`config.mk`:
```
export PLATFORM = sky130hd
export DESIGN_NAME = uart_tx_framed
export DESIGN_NICKNAME = d
export VERILOG_FILES = /design/src/rtl/uart_pkg.sv /design/src/rtl/uart_tx_fifo.sv /design/src/rtl/uart_tx_framed.sv
export SDC_FILE = /design/constraint.sdc
export NUM_CORES = 1
export LEC_CHECK = 0
export CAP_MARGIN = 15
export CORE_MARGIN = 2
export CORE_UTILIZATION = 58
export DETAILED_ROUTE_END_ITERATION = 8
export PLACE_DENSITY_LB_ADDON = 0.05
export SLEW_MARGIN = 30
export SYNTH_ARGS = -nofsm -noshare
export SYNTH_HDL_FRONTEND = slang
export SYNTH_SLANG_ARGS = --single-unit
```
`constraint.sdc`:
```
create_clock -name clock_i -period 16.5 [get_ports clock_i]
set_input_delay 1.65 -clock clock_i [delete_from_list [all_inputs] [get_ports clock_i]]
set_output_delay 1.65 -clock clock_i [all_outputs]
set_load 0.005 [all_outputs]
```
`src/rtl/uart_pkg.sv`:
```
// rtl/uart_pkg.sv - shared UART types, constants and frame helpers
package uart_pkg;

   // Parity selector encoding; both 00 and 11 mean "no parity bit"
   localparam logic [1:0] PARITY_NONE     = 2'b00;
   localparam logic [1:0] PARITY_EVEN     = 2'b01;
   localparam logic [1:0] PARITY_ODD      = 2'b10;
   localparam logic [1:0] PARITY_NONE_ALT = 2'b11;

   // Divider used before any frame has latched a real one (115200 baud at 50 MHz)
   localparam int unsigned DEFAULT_DIVIDER = 434;

   typedef enum logic [2:0] {
      ST_HOLDOFF,
      ST_IDLE,
      ST_START,
      ST_DATA,
      ST_PARITY,
      ST_STOP1,
      ST_STOP2
   } tx_state_e;

   function automatic logic parity_enabled(input logic [1:0] parity);
      return (parity != PARITY_NONE) && (parity != PARITY_NONE_ALT);
   endfunction

   // Parity bit from the XOR of the transmitted data bits
   function automatic logic parity_bit(input logic data_xor, input logic [1:0] parity);
      logic result;
      case (parity)
         PARITY_EVEN: result = data_xor;
         PARITY_ODD:  result = ~data_xor;
         default:     result = 1'b0;
      endcase
      return result;
   endfunction

   // Bits per frame: start + data + optional parity + one or two stops
   function automatic logic [3:0] frame_bits(input logic [3:0] data_bits,
                                             input logic       parity_en,
                                             input logic       two_stop);
      return 4'd2 + data_bits + {3'b000, parity_en} + {3'b000, two_stop};
   endfunction

endpackage

```
`src/rtl/uart_tx_fifo.sv`:
```
// rtl/uart_tx_fifo.sv - first-word-fall-through write FIFO for the UART transmitter
module uart_tx_fifo #(
   parameter int DATA_WIDTH = 8,
   parameter int DEPTH      = 4
) (
   input  logic                  clock,
   input  logic                  reset,
   input  logic                  push,
   input  logic [DATA_WIDTH-1:0] push_data,
   input  logic                  pop,
   output logic [DATA_WIDTH-1:0] pop_data,
   output logic                  full,
   output logic                  empty
);

   localparam int AW = $clog2(DEPTH);

   logic [DATA_WIDTH-1:0] mem [DEPTH];
   logic [AW-1:0]         wr_ptr;
   logic [AW-1:0]         rd_ptr;
   logic [AW:0]           count;
   logic                  do_push;
   logic                  do_pop;

   // A push into a full FIFO is only legal when a pop frees a slot in the same cycle
   assign do_push  = push & (~full | pop);
   assign do_pop   = pop & ~empty;
   assign pop_data = mem[rd_ptr];
   assign full     = (count == (AW+1)'(DEPTH));
   assign empty    = (count == '0);

   // Pointer and occupancy tracking
   always_ff @(posedge clock) begin
      if (reset) begin
         wr_ptr <= '0;
         rd_ptr <= '0;
         count  <= '0;
      end else begin
         if (do_push) begin
            wr_ptr <= wr_ptr + AW'(1);
         end
         if (do_pop) begin
            rd_ptr <= rd_ptr + AW'(1);
         end
         case ({do_push, do_pop})
            2'b10:   count <= count + (AW+1)'(1);
            2'b01:   count <= count - (AW+1)'(1);
            default: count <= count;
         endcase
      end
   end

   // Storage array; contents are don't-care until written
   always_ff @(posedge clock) begin
      if (do_push) begin
         mem[wr_ptr] <= push_data;
      end
   end

endmodule

```
`src/rtl/uart_tx_framed.sv`:
```
// rtl/uart_tx_framed.sv - framed UART transmitter with write FIFO and runtime frame format
module uart_tx_framed
   import uart_pkg::*;
#(
   parameter int DATA_WIDTH    = 8,
   parameter int FIFO_DEPTH    = 4,
   parameter int DIVIDER_WIDTH = 16
) (
   input  logic                     clock_i,
   input  logic                     reset_i,
   input  logic [DIVIDER_WIDTH-1:0] clock_divider_i,
   input  logic [3:0]               data_bits_i,
   input  logic [1:0]               parity_i,
   input  logic                     stop_bits_i,
   input  logic                     write_i,
   input  logic [DATA_WIDTH-1:0]    data_i,
   output logic                     serial_o,
   output logic                     busy_o,
   output logic                     idle_o,
   output logic                     overflow_o
);

   // Wide enough for (max frame bits) x (max divider + 1)
   localparam int HW = DIVIDER_WIDTH + 5;

   tx_state_e               state;
   tx_state_e               state_d;
   logic                    write_q;
   logic                    write_rise;
   logic                    push;
   logic                    load;
   logic                    fifo_full;
   logic                    fifo_empty;
   logic [DATA_WIDTH-1:0]   fifo_rdata;
   logic [3:0]              bits_eff;
   logic                    par_en_in;
   logic [DATA_WIDTH-1:0]   data_mask;
   logic                    par_calc;
   logic [DIVIDER_WIDTH-1:0] cfg_div;
   logic [DIVIDER_WIDTH-1:0] baud_cnt;
   logic [3:0]              cfg_bits;
   logic [3:0]              bit_idx;
   logic                    cfg_par_en;
   logic                    cfg_two_stop;
   logic [DATA_WIDTH-1:0]   shift_q;
   logic [DATA_WIDTH-1:0]   shift_d;
   logic                    par_q;
   logic                    par_d;
   logic                    serial_q;
   logic                    line_d;
   logic                    overflow_q;
   logic                    hold_init;
   logic [HW-1:0]           hold_cnt;
   logic [HW-1:0]           holdoff_len;
   logic                    bit_done;
   logic                    data_last;

   // Out-of-range data lengths fall back to the full data width
   assign bits_eff  = (data_bits_i < 4'd5 || data_bits_i > 4'(DATA_WIDTH)) ?
                      4'(DATA_WIDTH) : data_bits_i;
   assign par_en_in = parity_enabled(parity_i);
   assign data_mask = ~({DATA_WIDTH{1'b1}} << bits_eff);
   assign par_calc  = parity_bit(^(fifo_rdata & data_mask), parity_i);

   assign holdoff_len = HW'(frame_bits(bits_eff, par_en_in, stop_bits_i)) *
                        (HW'(clock_divider_i) + HW'(1));

   // The edge register resets to 1 so a write held through reset never fires
   assign write_rise = write_i & ~write_q;
   assign push       = write_rise & ~busy_o;

   assign bit_done  = (baud_cnt == '0);
   assign data_last = (bit_idx == cfg_bits - 4'd1);

   assign busy_o     = (state == ST_HOLDOFF) | fifo_full;
   assign idle_o     = (state == ST_IDLE) & fifo_empty;
   assign serial_o   = serial_q;
   assign overflow_o = overflow_q;

   uart_tx_fifo #(
      .DATA_WIDTH (DATA_WIDTH),
      .DEPTH      (FIFO_DEPTH)
   ) u_fifo (
      .clock     (clock_i),
      .reset     (reset_i),
      .push      (push),
      .push_data (data_i),
      .pop       (load),
      .pop_data  (fifo_rdata),
      .full      (fifo_full),
      .empty     (fifo_empty)
   );

   // State register, registered line driver and write edge detector
   always_ff @(posedge clock_i) begin
      if (reset_i) begin
         state      <= ST_HOLDOFF;
         serial_q   <= 1'b1;
         write_q    <= 1'b1;
         overflow_q <= 1'b0;
         shift_q    <= '0;
         par_q      <= 1'b0;
      end else begin
         state      <= state_d;
         serial_q   <= line_d;
         write_q    <= write_i;
         overflow_q <= write_rise & busy_o;
         shift_q    <= shift_d;
         par_q      <= par_d;
      end
   end

   // Bit timing and per-frame configuration latched when a frame loads
   always_ff @(posedge clock_i) begin
      if (reset_i) begin
         baud_cnt     <= '0;
         bit_idx      <= '0;
         cfg_div      <= DIVIDER_WIDTH'(DEFAULT_DIVIDER);
         cfg_bits     <= 4'(DATA_WIDTH);
         cfg_par_en   <= 1'b0;
         cfg_two_stop <= 1'b0;
      end else if (load) begin
         baud_cnt     <= clock_divider_i;
         bit_idx      <= '0;
         cfg_div      <= clock_divider_i;
         cfg_bits     <= bits_eff;
         cfg_par_en   <= par_en_in;
         cfg_two_stop <= stop_bits_i;
      end else if (state inside {ST_START, ST_DATA, ST_PARITY, ST_STOP1, ST_STOP2}) begin
         baud_cnt <= bit_done ? cfg_div : baud_cnt - DIVIDER_WIDTH'(1);
         if (state == ST_DATA && bit_done) begin
            bit_idx <= bit_idx + 4'd1;
         end
      end
   end

   // Hold-off length is taken from the configuration on the first cycle after reset
   always_ff @(posedge clock_i) begin
      if (reset_i) begin
         hold_init <= 1'b1;
         hold_cnt  <= '0;
      end else if (state == ST_HOLDOFF) begin
         if (hold_init) begin
            hold_cnt  <= holdoff_len - HW'(2);
            hold_init <= 1'b0;
         end else if (hold_cnt != '0) begin
            hold_cnt <= hold_cnt - HW'(1);
         end
      end
   end

   // Next-state logic; a finishing stop bit reloads straight into START when data is queued
   always_comb begin
      state_d = state;
      load    = 1'b0;
      case (state)
         ST_HOLDOFF: begin
            if (!hold_init && hold_cnt == '0) begin
               state_d = ST_IDLE;
            end
         end
         ST_IDLE: begin
            if (!fifo_empty) begin
               load    = 1'b1;
               state_d = ST_START;
            end
         end
         ST_START: begin
            if (bit_done) begin
               state_d = ST_DATA;
            end
         end
         ST_DATA: begin
            if (bit_done && data_last) begin
               state_d = cfg_par_en ? ST_PARITY : ST_STOP1;
            end
         end
         ST_PARITY: begin
            if (bit_done) begin
               state_d = ST_STOP1;
            end
         end
         ST_STOP1: begin
            if (bit_done) begin
               if (cfg_two_stop) begin
                  state_d = ST_STOP2;
               end else if (!fifo_empty) begin
                  load    = 1'b1;
                  state_d = ST_START;
               end else begin
                  state_d = ST_IDLE;
               end
            end
         end
         ST_STOP2: begin
            if (bit_done) begin
               if (!fifo_empty) begin
                  load    = 1'b1;
                  state_d = ST_START;
               end else begin
                  state_d = ST_IDLE;
               end
            end
         end
         default: state_d = ST_HOLDOFF;
      endcase
   end

   // Shifter, parity and the line level for the coming cycle
   always_comb begin
      shift_d = shift_q;
      par_d   = par_q;
      line_d  = 1'b1;
      if (load) begin
         shift_d = fifo_rdata;
         par_d   = par_calc;
      end else if (state == ST_DATA && bit_done) begin
         shift_d = shift_q >> 1;
      end
      case (state_d)
         ST_START:  line_d = 1'b0;
         ST_DATA:   line_d = shift_d[0];
         ST_PARITY: line_d = par_d;
         default:   line_d = 1'b1;
      endcase
   end

endmodule
```
==> summary.txt, run 1 <==
Yosys
  • Post-synthesis instance area: roughly 8600 um^2
  • Main area contributors after synthesis: sky130_fd_sc_hd__dfxtp_1 (20%), sky130_fd_sc_hd__edfxtp_1 (11%), sky130_fd_sc_hd__ha_1 (8.0%)
  • Number of flops mapped to enable cells by yosys: 32
  • Cell type with the highest aggregate area in the netlist: sky130_fd_sc_hd__dfxtp_1
  • Dominant cell by count in the synthesized netlist: sky130_fd_sc_hd__nand2_1
  • Syn_area_per_cell: around 8.4 um^2
  • Synth Instances: approximately 1000
  • Synth Flop Type: sky130_fd_sc_hd__dfxtp_1
  • Async SR Flop Fraction: 0
  • Top post-synthesis cells by count: sky130_fd_sc_hd__nand2_1 (161), sky130_fd_sc_hd__inv_1 (115), sky130_fd_sc_hd__dfxtp_1 (88), sky130_fd_sc_hd__nor2_1 (77), sky130_fd_sc_hd__a21oi_1 (64)
  • Count of cell types in the netlist: 69
  • Register area share after synthesis: 0.316
  • Net count after synthesis: ~1100
  • Proportion of netlist area held by the largest area contributor: 0.205
  • Yosys reg bits: between 100 and 150
  • Yosys synthesis warning count: 0

Clock network
  • H-tree depth: 4
  • Number of buffers inserted by hold repair at cts: 0
  • Clock tree from TritonCTS: built
  • Clock transition at path regs: 0.06 ns
  • Setup Buffers After CTS: 0
  • CTS buffer count: 17
  • Buffer levels on the longest clock path: 2
  • Clk Tree Root Cell: sky130_fd_sc_hd__clkbuf_16
  • Post-cts gate resize count: 0
  • Worst skew pair latency: 0.43 ns
  • Count of clock tree sinks: 120

Timing
  • Max-slew violation count: 0
  • Setup repair after global routing missed its margin: no
  • Final period utilization: 0.426
  • Final count of negative-setup-slack endpoints: 0
  • Number of hold violations in the final report: 0
  • Maximum frequency from static timing analysis: 142 MHz
  • Worst Max-Slew Pin Slew: between 0.7 and 0.8 ns
  • Slew HR: 0.526
  • Setup TNS Final: 0 ns
  • Largest clock skew in the final design: approximately 0.0099 ns
  • Setup slack of the critical path after layout: ~9.5 ns
  • Time the worst path needs with I/O delays and setup: ~7 ns

Route
  • Number of vias in the routed layout: roughly 7000
  • Violation count after the first detailed-routing iteration: 413
  • Number of remaining DRC errors: 0
  • Post-DR wirelength/cell: 15.4 um
  • Remaining antenna violation count: 0
  • Number of optimization iterations in the first detailed-route pass: 8
  • Mean number of vias per cell: ~5.7
  • Overall routed net length: 19.1 mm

Floorplan
  • Core area: between 10000 and 15000 um^2
  • Area of the die: around 16000 um^2
  • Vertical die dimension: between 100 and 150 um
  • Number of standard-cell rows in the floorplan: 44
  • Initial core utilization: 0.593
  • Die W: roughly 130 um
  • Top-level I/O count: 38

Layout
  • Inserted Diodes: 0
  • Proportion of layout cells with a drive suffix above 1: 0.0646
  • Number of nets in the layout: 1161
  • Non-Filler Cell Area, Final: approximately 9700 um^2
  • Area added between synthesis and finish: 12.1%

Placement
  • Dpl cell area: 9050 um^2
  • Post-place setup slack: 9.13 ns
  • Routability cong.: a little over 0.8
  • Post-DP HPWL: between 10 and 15 mm
  • Number of buffers added on ports: 37

Flow run
  • Number of max-capacitance violations reported: 0

Critical path
  • Type of origin of the critical path: input pin
  • Critical Path End Type: register
  • Data arrival, critical path: approximately 7.3 ns
  • Setup Crit Path Kind: input pin to register
  • Required arrival time at the worst endpoint: 16.77 ns
  • Highest net fanout along the worst path: 17

GRT
  • Vias in the first global route: around 6700
  • Overflow left after global routing: 0
  • Largest net degree at the start of global routing: 90
  • Initial antenna violation count: 0
  • Wire length of the first global-routing pass: between 30 and 40 mm
  • GRT Util Overall: 0.252

Pwr
  • Cell leakage power: about 4.0 nW
  • Worst ir drop on vdd: 0.0000851 V
  • Power density cells: roughly 140 nW/um^2

Run status
  • Run status: finished clean

Hold path
  • Type of the tightest min-delay check: register to register
==> final timing paths <==
check | start | end | slack [ns] | depth (start not counted)
worst max-delay path | data_bits_i[0] | hold_cnt[18]$_SDFFE_PP0P_ | 9.47 | 25
worst min-delay path | cfg_div[7]$_SDFFE_PP1P_ | cfg_div[7]$_SDFFE_PP1P_ | 0.45 | 2
worst max register to register | baud_cnt[0]$_SDFFE_PP0P_ | u_fifo.count[2]$_SDFFE_PP0P_ | 12.28 | 15
worst min register to register | cfg_div[7]$_SDFFE_PP1P_ | cfg_div[7]$_SDFFE_PP1P_ | 0.45 | 2
==> cell families after synthesis <==
kind of cell,Yosys count,synth area share
AND/OR/NAND/NOR,379,0.212
AO/OA/AOI/OAI,206,0.156
buffers and inverters,161,0.0739
flip-flops,120,0.316
adder cells (fa/ha/maj),87,0.154
XOR/XNOR,59,0.0600
multiplexers,13,0.0283
==> sequential cells by signal, summed over array words and instances (netlist names), named ones only <==
| signal | flops |
|---|---|
| u_fifo.wr_ptr | 2 |
| cfg_par_en | 1 |
| shift_q | 8 |
| bit_idx | 4 |
| state | 3 |
| u_fifo.mem | 32 |
| cfg_bits | 4 |
| cfg_two_stop | 1 |
| hold_cnt | 21 |
| overflow_o | 1 |
| write_q | 1 |
| serial_o | 1 |
| u_fifo.rd_ptr | 2 |
| cfg_div | 16 |
| u_fifo.count | 3 |
| hold_init | 1 |
| par_q | 1 |
| baud_cnt | 16 |
==> per-stage QoR <==
step / instances / power [mW] / utilization / hold slack, ns
after floorplan: 1025 / 0.826 / - / 0.415
after global placement: 1205 / 0.941 / 0.622 / 0.430
after detailed placement: 1205 / 0.947 / 0.623 / 0.437
after CTS: 1237 / 1.33 / 0.664 / 0.445
after global routing: 1237 / 1.44 / 0.665 / 0.467
final: 1237 / 1.33 / 0.665 / 0.446
==> placed cells by master, fill, tap and decap left out, types with 10 or more instances in the layout <==
master                            synthesis  layout
sky130_fd_sc_hd__clkdlybuf4s50_1          0      36
sky130_fd_sc_hd__or3_1                   11      11
sky130_fd_sc_hd__a21o_1                  10      10
sky130_fd_sc_hd__edfxtp_1                32      32
sky130_fd_sc_hd__o21ai_0                 36      36
sky130_fd_sc_hd__nor2_1                  77      77
sky130_fd_sc_hd__nand3_1                 17      17
sky130_fd_sc_hd__fa_1                    32      32
sky130_fd_sc_hd__xnor2_1                 35      35
sky130_fd_sc_hd__a21oi_1                 64      64
sky130_fd_sc_hd__clkbuf_16                0      18
sky130_fd_sc_hd__ha_1                    55      55
sky130_fd_sc_hd__inv_1                  115     115
sky130_fd_sc_hd__xor2_1                  24      24
sky130_fd_sc_hd__dfxtp_1                 88      87
sky130_fd_sc_hd__nor3_1                  28      27
sky130_fd_sc_hd__nor2b_1                 23      23
sky130_fd_sc_hd__nand2_1                161     161
sky130_fd_sc_hd__a31oi_1                 18      18
==> where the power goes <==
part | internal (mW) | switching (mW) | total (mW)
clock | 0.237 | 0.143 | 0.380
sequential | 0.325 | 0.0272 | 0.352
combinational | 0.259 | 0.336 | 0.595
==> worst max-delay path: stages <==
cell and delay (ns):
sky130_fd_sc_hd__clkdlybuf4s50_1 0.52, sky130_fd_sc_hd__nand3b_1 0.19, sky130_fd_sc_hd__xnor2_1 0.18, sky130_fd_sc_hd__ha_1 0.18, sky130_fd_sc_hd__a31oi_1 0.21, sky130_fd_sc_hd__ha_1 0.21, sky130_fd_sc_hd__xor2_1 0.18, sky130_fd_sc_hd__buf_4 0.25
sky130_fd_sc_hd__nand2_1 0.08, sky130_fd_sc_hd__ha_1 0.28, sky130_fd_sc_hd__inv_1 0.06, sky130_fd_sc_hd__fa_1 0.54, sky130_fd_sc_hd__inv_1 0.06, sky130_fd_sc_hd__fa_1 0.53, sky130_fd_sc_hd__inv_1 0.04, sky130_fd_sc_hd__ha_1 0.32
sky130_fd_sc_hd__nor2b_1 0.14, sky130_fd_sc_hd__o21ai_0 0.19, sky130_fd_sc_hd__a21boi_0 0.15, sky130_fd_sc_hd__o21ai_0 0.32, sky130_fd_sc_hd__a21o_1 0.22, sky130_fd_sc_hd__o21ai_0 0.12, sky130_fd_sc_hd__a21o_1 0.24, sky130_fd_sc_hd__o41ai_1 0.31
sky130_fd_sc_hd__o22ai_1 0.12
==> area by class of cell <==
class	instances	area [um^2]
clock buffer	20	468
clock inverter	12	138
fill	1249	4880
inverter	116	435
multi-input combinational	744	5260
sequential	120	2720
tap	184	230
timing repair buffer	41	399
==> routing by layer <==
layer  GRT usage  vias to the layer above  wire length, um
li1            -                     3545                -
met3      0.0357                       18              772
met2       0.400                      133             8740
met5           0                        -                0
met4      0.0802                        0              224
met1       0.359                     3309             9340
Note: power is estimated with default switching activity, not from simulation.
==> run 2: changes to the inputs <==
--- a/config.mk
+++ b/config.mk
@@ -7,7 +7,7 @@
 export LEC_CHECK = 0
 export CAP_MARGIN = 15
 export CORE_MARGIN = 2
-export CORE_UTILIZATION = 58
+export CORE_UTILIZATION = 56
 export DETAILED_ROUTE_END_ITERATION = 8
 export PLACE_DENSITY_LB_ADDON = 0.05
 export SLEW_MARGIN = 30
==> constraint.sdc (replaced) <==
create_clock -name clock_i -period 6.21 [get_ports clock_i]
set_input_delay 0.621 -clock clock_i [delete_from_list [all_inputs] [get_ports clock_i]]
set_output_delay 0.621 -clock clock_i [all_outputs]
set_load 0.005 [all_outputs]
==> run 2 against run 1 <==
- clock skew up 0.0017 ns
- count of clock-buffer cells in the layout down 1
- via count down 0.91%
- sequential share of layout area down 0.34 points
- hold slack worse by 0.0044 ns
- combinational power rose to 2.7 times the previous value
- wire length about the same
- setup slack worse by 9.0 ns
- largest cell class unchanged
- clock power rose to 2.6 times the previous value
==> summary.txt, run 2 (synthesis gave the netlist of run 1 again) <==
Clock network
  • CTS buffer count: 17 (unchanged)
  • Worst skew pair latency: 0.43 ns (about the same)
  • Clock tree from TritonCTS: built
  • Clk Tree Root Cell: sky130_fd_sc_hd__clkbuf_16
  • Number of buffers inserted by hold repair at cts: 0 (unchanged)
  • Buffer levels on the longest clock path: 2 (unchanged)
  • H-tree depth: 4 (unchanged)
  • Count of clock tree sinks: 120 (unchanged)
  • Setup Buffers After CTS: 0 (unchanged)
  • Clock transition at path regs: 0.06 ns (about the same)

Layout
  • Proportion of layout cells with a drive suffix above 1: 0.0777 (+0.0131)
  • Number of inserted filler cells in the final layout: 1339 (+7.2%)
  • Final design utilization: 0.648 (-0.0166)
  • Most used cells in the layout excluding fill and tap cells: sky130_fd_sc_hd__nand2_1 (161), sky130_fd_sc_hd__inv_1 (115), sky130_fd_sc_hd__dfxtp_1 (87)
  • Number of nets in the layout: 1176 (+1.3%)
  • Area added between synthesis and finish: 13.5%
  • Inserted Diodes: 0 (unchanged)
  • Biggest register: u_fifo.mem
  • Leading cell type in the layout, fill and taps excluded: sky130_fd_sc_hd__nand2_1
  • Biggest regs: u_fifo.mem: 32 flops, hold_cnt: 21 flops
  • Total area of multi-input combinational cells: 5260 um^2 (about the same)
  • Flip-flop count of the largest register, all copies and words added: 32 (unchanged)
  • FF+latch area: 2720 um^2 (unchanged)

Floorplan
  • Number of standard-cell rows in the floorplan: 45 (+2.3%)
  • Area of the die: 16400 um^2 (+3.5%)
  • Top-level I/O count: 38 (unchanged)
  • Initial core utilization: 0.571 (-0.0218)
  • Vertical die dimension: 128 um (+1.7%)
  • Core area: 15100 um^2 (+3.8%)
  • Die W: 128 um (+1.7%)

Critical path
  • Highest net fanout along the worst path: 13 (-4)
  • Setup Crit Path Kind: input pin to register
  • Cell with the largest stage delay on the worst path: sky130_fd_sc_hd__clkdlybuf4s50_1
  • Worst R2R Path Depth: 14 (-1)
  • Required arrival time at the worst endpoint: 6.50 ns (-10.27 ns)
  • Count of buffering cells on the critical path with inverters included: 5 (unchanged)
  • Data arrival, critical path: 6.03 ns (-1.27 ns)
  • Worst reg2reg startpoint: baud_cnt[0]$_SDFFE_PP0P_
  • Peak per-stage delay on the critical path: 0.52 ns (-0.02 ns)
  • CP endpoint: hold_cnt[18]$_SDFFE_PP0P_
  • Critical Path End Type: register
  • Startpoint of the worst setup timing path: data_bits_i[0]
  • Capture instance of the worst register-to-register path: u_fifo.count[2]$_SDFFE_PP0P_
  • Crit path depth: 25 (unchanged)
  • Type of origin of the critical path: input pin
  • Cell repeated most along the worst path: sky130_fd_sc_hd__ha_1
  • FF-to-FF setup slack: 2.27 ns (-10.01 ns)
  • Top cell family by delay on the critical path: adder cells

Pwr
  • Worst ir drop on vdd: 0.000226 V (+170%)
  • Cell leakage power: 4.08 nW (+1.8%)
  • Power density cells: 363 nW/um^2 (+160%)

Route
  • Number of optimization iterations in the first detailed-route pass: 6 (-2)
  • Number of vias in the routed layout: 6941 (-0.91%)
  • Violation count after the first detailed-routing iteration: 532 (+29%)
  • Overall routed net length: 19.1 mm (about the same)
  • Mean number of vias per cell: 5.53 (-2.4%)
  • Post-DR wirelength/cell: 15.2 um (-1.4%)
  • Total met2 wirelength after detailed routing: 8.83 mm (+1.1%)
  • Remaining antenna violation count: 0 (unchanged)
  • Number of remaining DRC errors: 0 (unchanged)
  • Routed length on met1: 9.23 mm (-1.2%)
  • Top Layer Used: met4
  • Met3 layer wire length in the routed design: 670 um (-13%)

Timing
  • Maximum frequency from static timing analysis: 174 MHz
  • Slew HR: 0.329 (-0.197)
  • Largest clock skew in the final design: 0.0116 ns (+0.00172 ns)
  • Final count of negative-setup-slack endpoints: 0 (unchanged)
  • Number of hold violations in the final report: 0 (unchanged)
  • Max-slew violation count: 0 (unchanged)
  • Setup TNS Final: 0 ns (unchanged)
  • Final period utilization: 0.924
  • Setup repair after global routing missed its margin: no
  • Time the worst path needs with I/O delays and setup: roughly 5.7 ns
  • Worst Max-Slew Pin Slew: 0.999 ns (+0.288 ns)

GRT
  • Largest net degree at the start of global routing: 90 (unchanged)
  • Initial antenna violation count: 0 (unchanged)
  • Vias in the first global route: 6706 (+0.51%)
  • Overflow left after global routing: 0 (unchanged)
  • GRT Util Overall: 0.248 (-0.00370)
  • Wire length of the first global-routing pass: 32.4 mm (-0.21%)

Hold path
  • Type of the tightest min-delay check: register to register

Run status
  • Run status: finished clean

Placement
  • Post-DP HPWL: 14.0 mm (+1.2%)
  • Routability cong.: 0.851 (+4.9%)
  • Number of buffers added on ports: 37 (unchanged)

Flow run
  • Number of max-capacitance violations reported: 0 (unchanged)
-- run 2: timing repair --
action	4_1_cts	5_1_grt
hold endpoints to repair	0	0
endpoints found under the setup margin	0	1
resized for setup	0	1
-- run 2: worst min-delay path by stage --
stage	start	endpoint	slack, ns	cells after the start
floorplan	cfg_div[7]$_SDFFE_PP1P_	cfg_div[7]$_SDFFE_PP1P_	0.42	2
global placement	cfg_div[7]$_SDFFE_PP1P_	cfg_div[7]$_SDFFE_PP1P_	0.43	2
detailed placement	cfg_div[1]$_SDFFE_PP1P_	cfg_div[1]$_SDFFE_PP1P_	0.43	2
CTS	cfg_div[7]$_SDFFE_PP1P_	cfg_div[7]$_SDFFE_PP1P_	0.44	2
global route	cfg_div[1]$_SDFFE_PP1P_	cfg_div[1]$_SDFFE_PP1P_	0.46	2
finish	cfg_div[7]$_SDFFE_PP1P_	cfg_div[7]$_SDFFE_PP1P_	0.44	2
-- run 2: metrics by stage --
step                setup WS, ns  power [mW]  cells  hold WS [ns]  instance area, um^2
finish                     0.474        3.55   1256         0.442                 9780
global placement           0.173        2.56   1223         0.429                 9150
detailed placement        0.0229        2.57   1223         0.433                 9150
global route              0.0554        3.86   1256         0.459                 9780
floorplan                  0.698        2.19   1025         0.415                 8610
CTS                        0.435        3.58   1255         0.442                 9750
-- run 2: area by class of cell --
class / instances / area share
Clock inverter: 13 / 0.0134
Clock buffer: 19 / 0.0475
Sequential cell: 120 / 0.279
Multi-Input combinational cell: 744 / 0.538
Timing Repair Buffer: 56 / 0.0540
Inverter: 116 / 0.0445
Tap cell: 188 / 0.0241
-- run 2: power breakdown --
part / internal (mW) / switching (mW) / leakage, nW
combinational: 0.731 / 0.895 / 2.78
clock: 0.596 / 0.398 / 0.295
sequential: 0.864 / 0.0706 / 1.00
-- run 2: worst min-delay path: stages (launching register included) --
cell	delay, ns
sky130_fd_sc_hd__dfxtp_1	0.31
sky130_fd_sc_hd__nand2_1	0.05
sky130_fd_sc_hd__nand2_1	0.04
-- run 2: metal layers --
metal / global-route usage / up-vias
li1: - / 3570
met1: 0.342 / 3223
met2: 0.399 / 121
met3: 0.0430 / 27
met4: 0.0840 / 0
met5: 0 / -
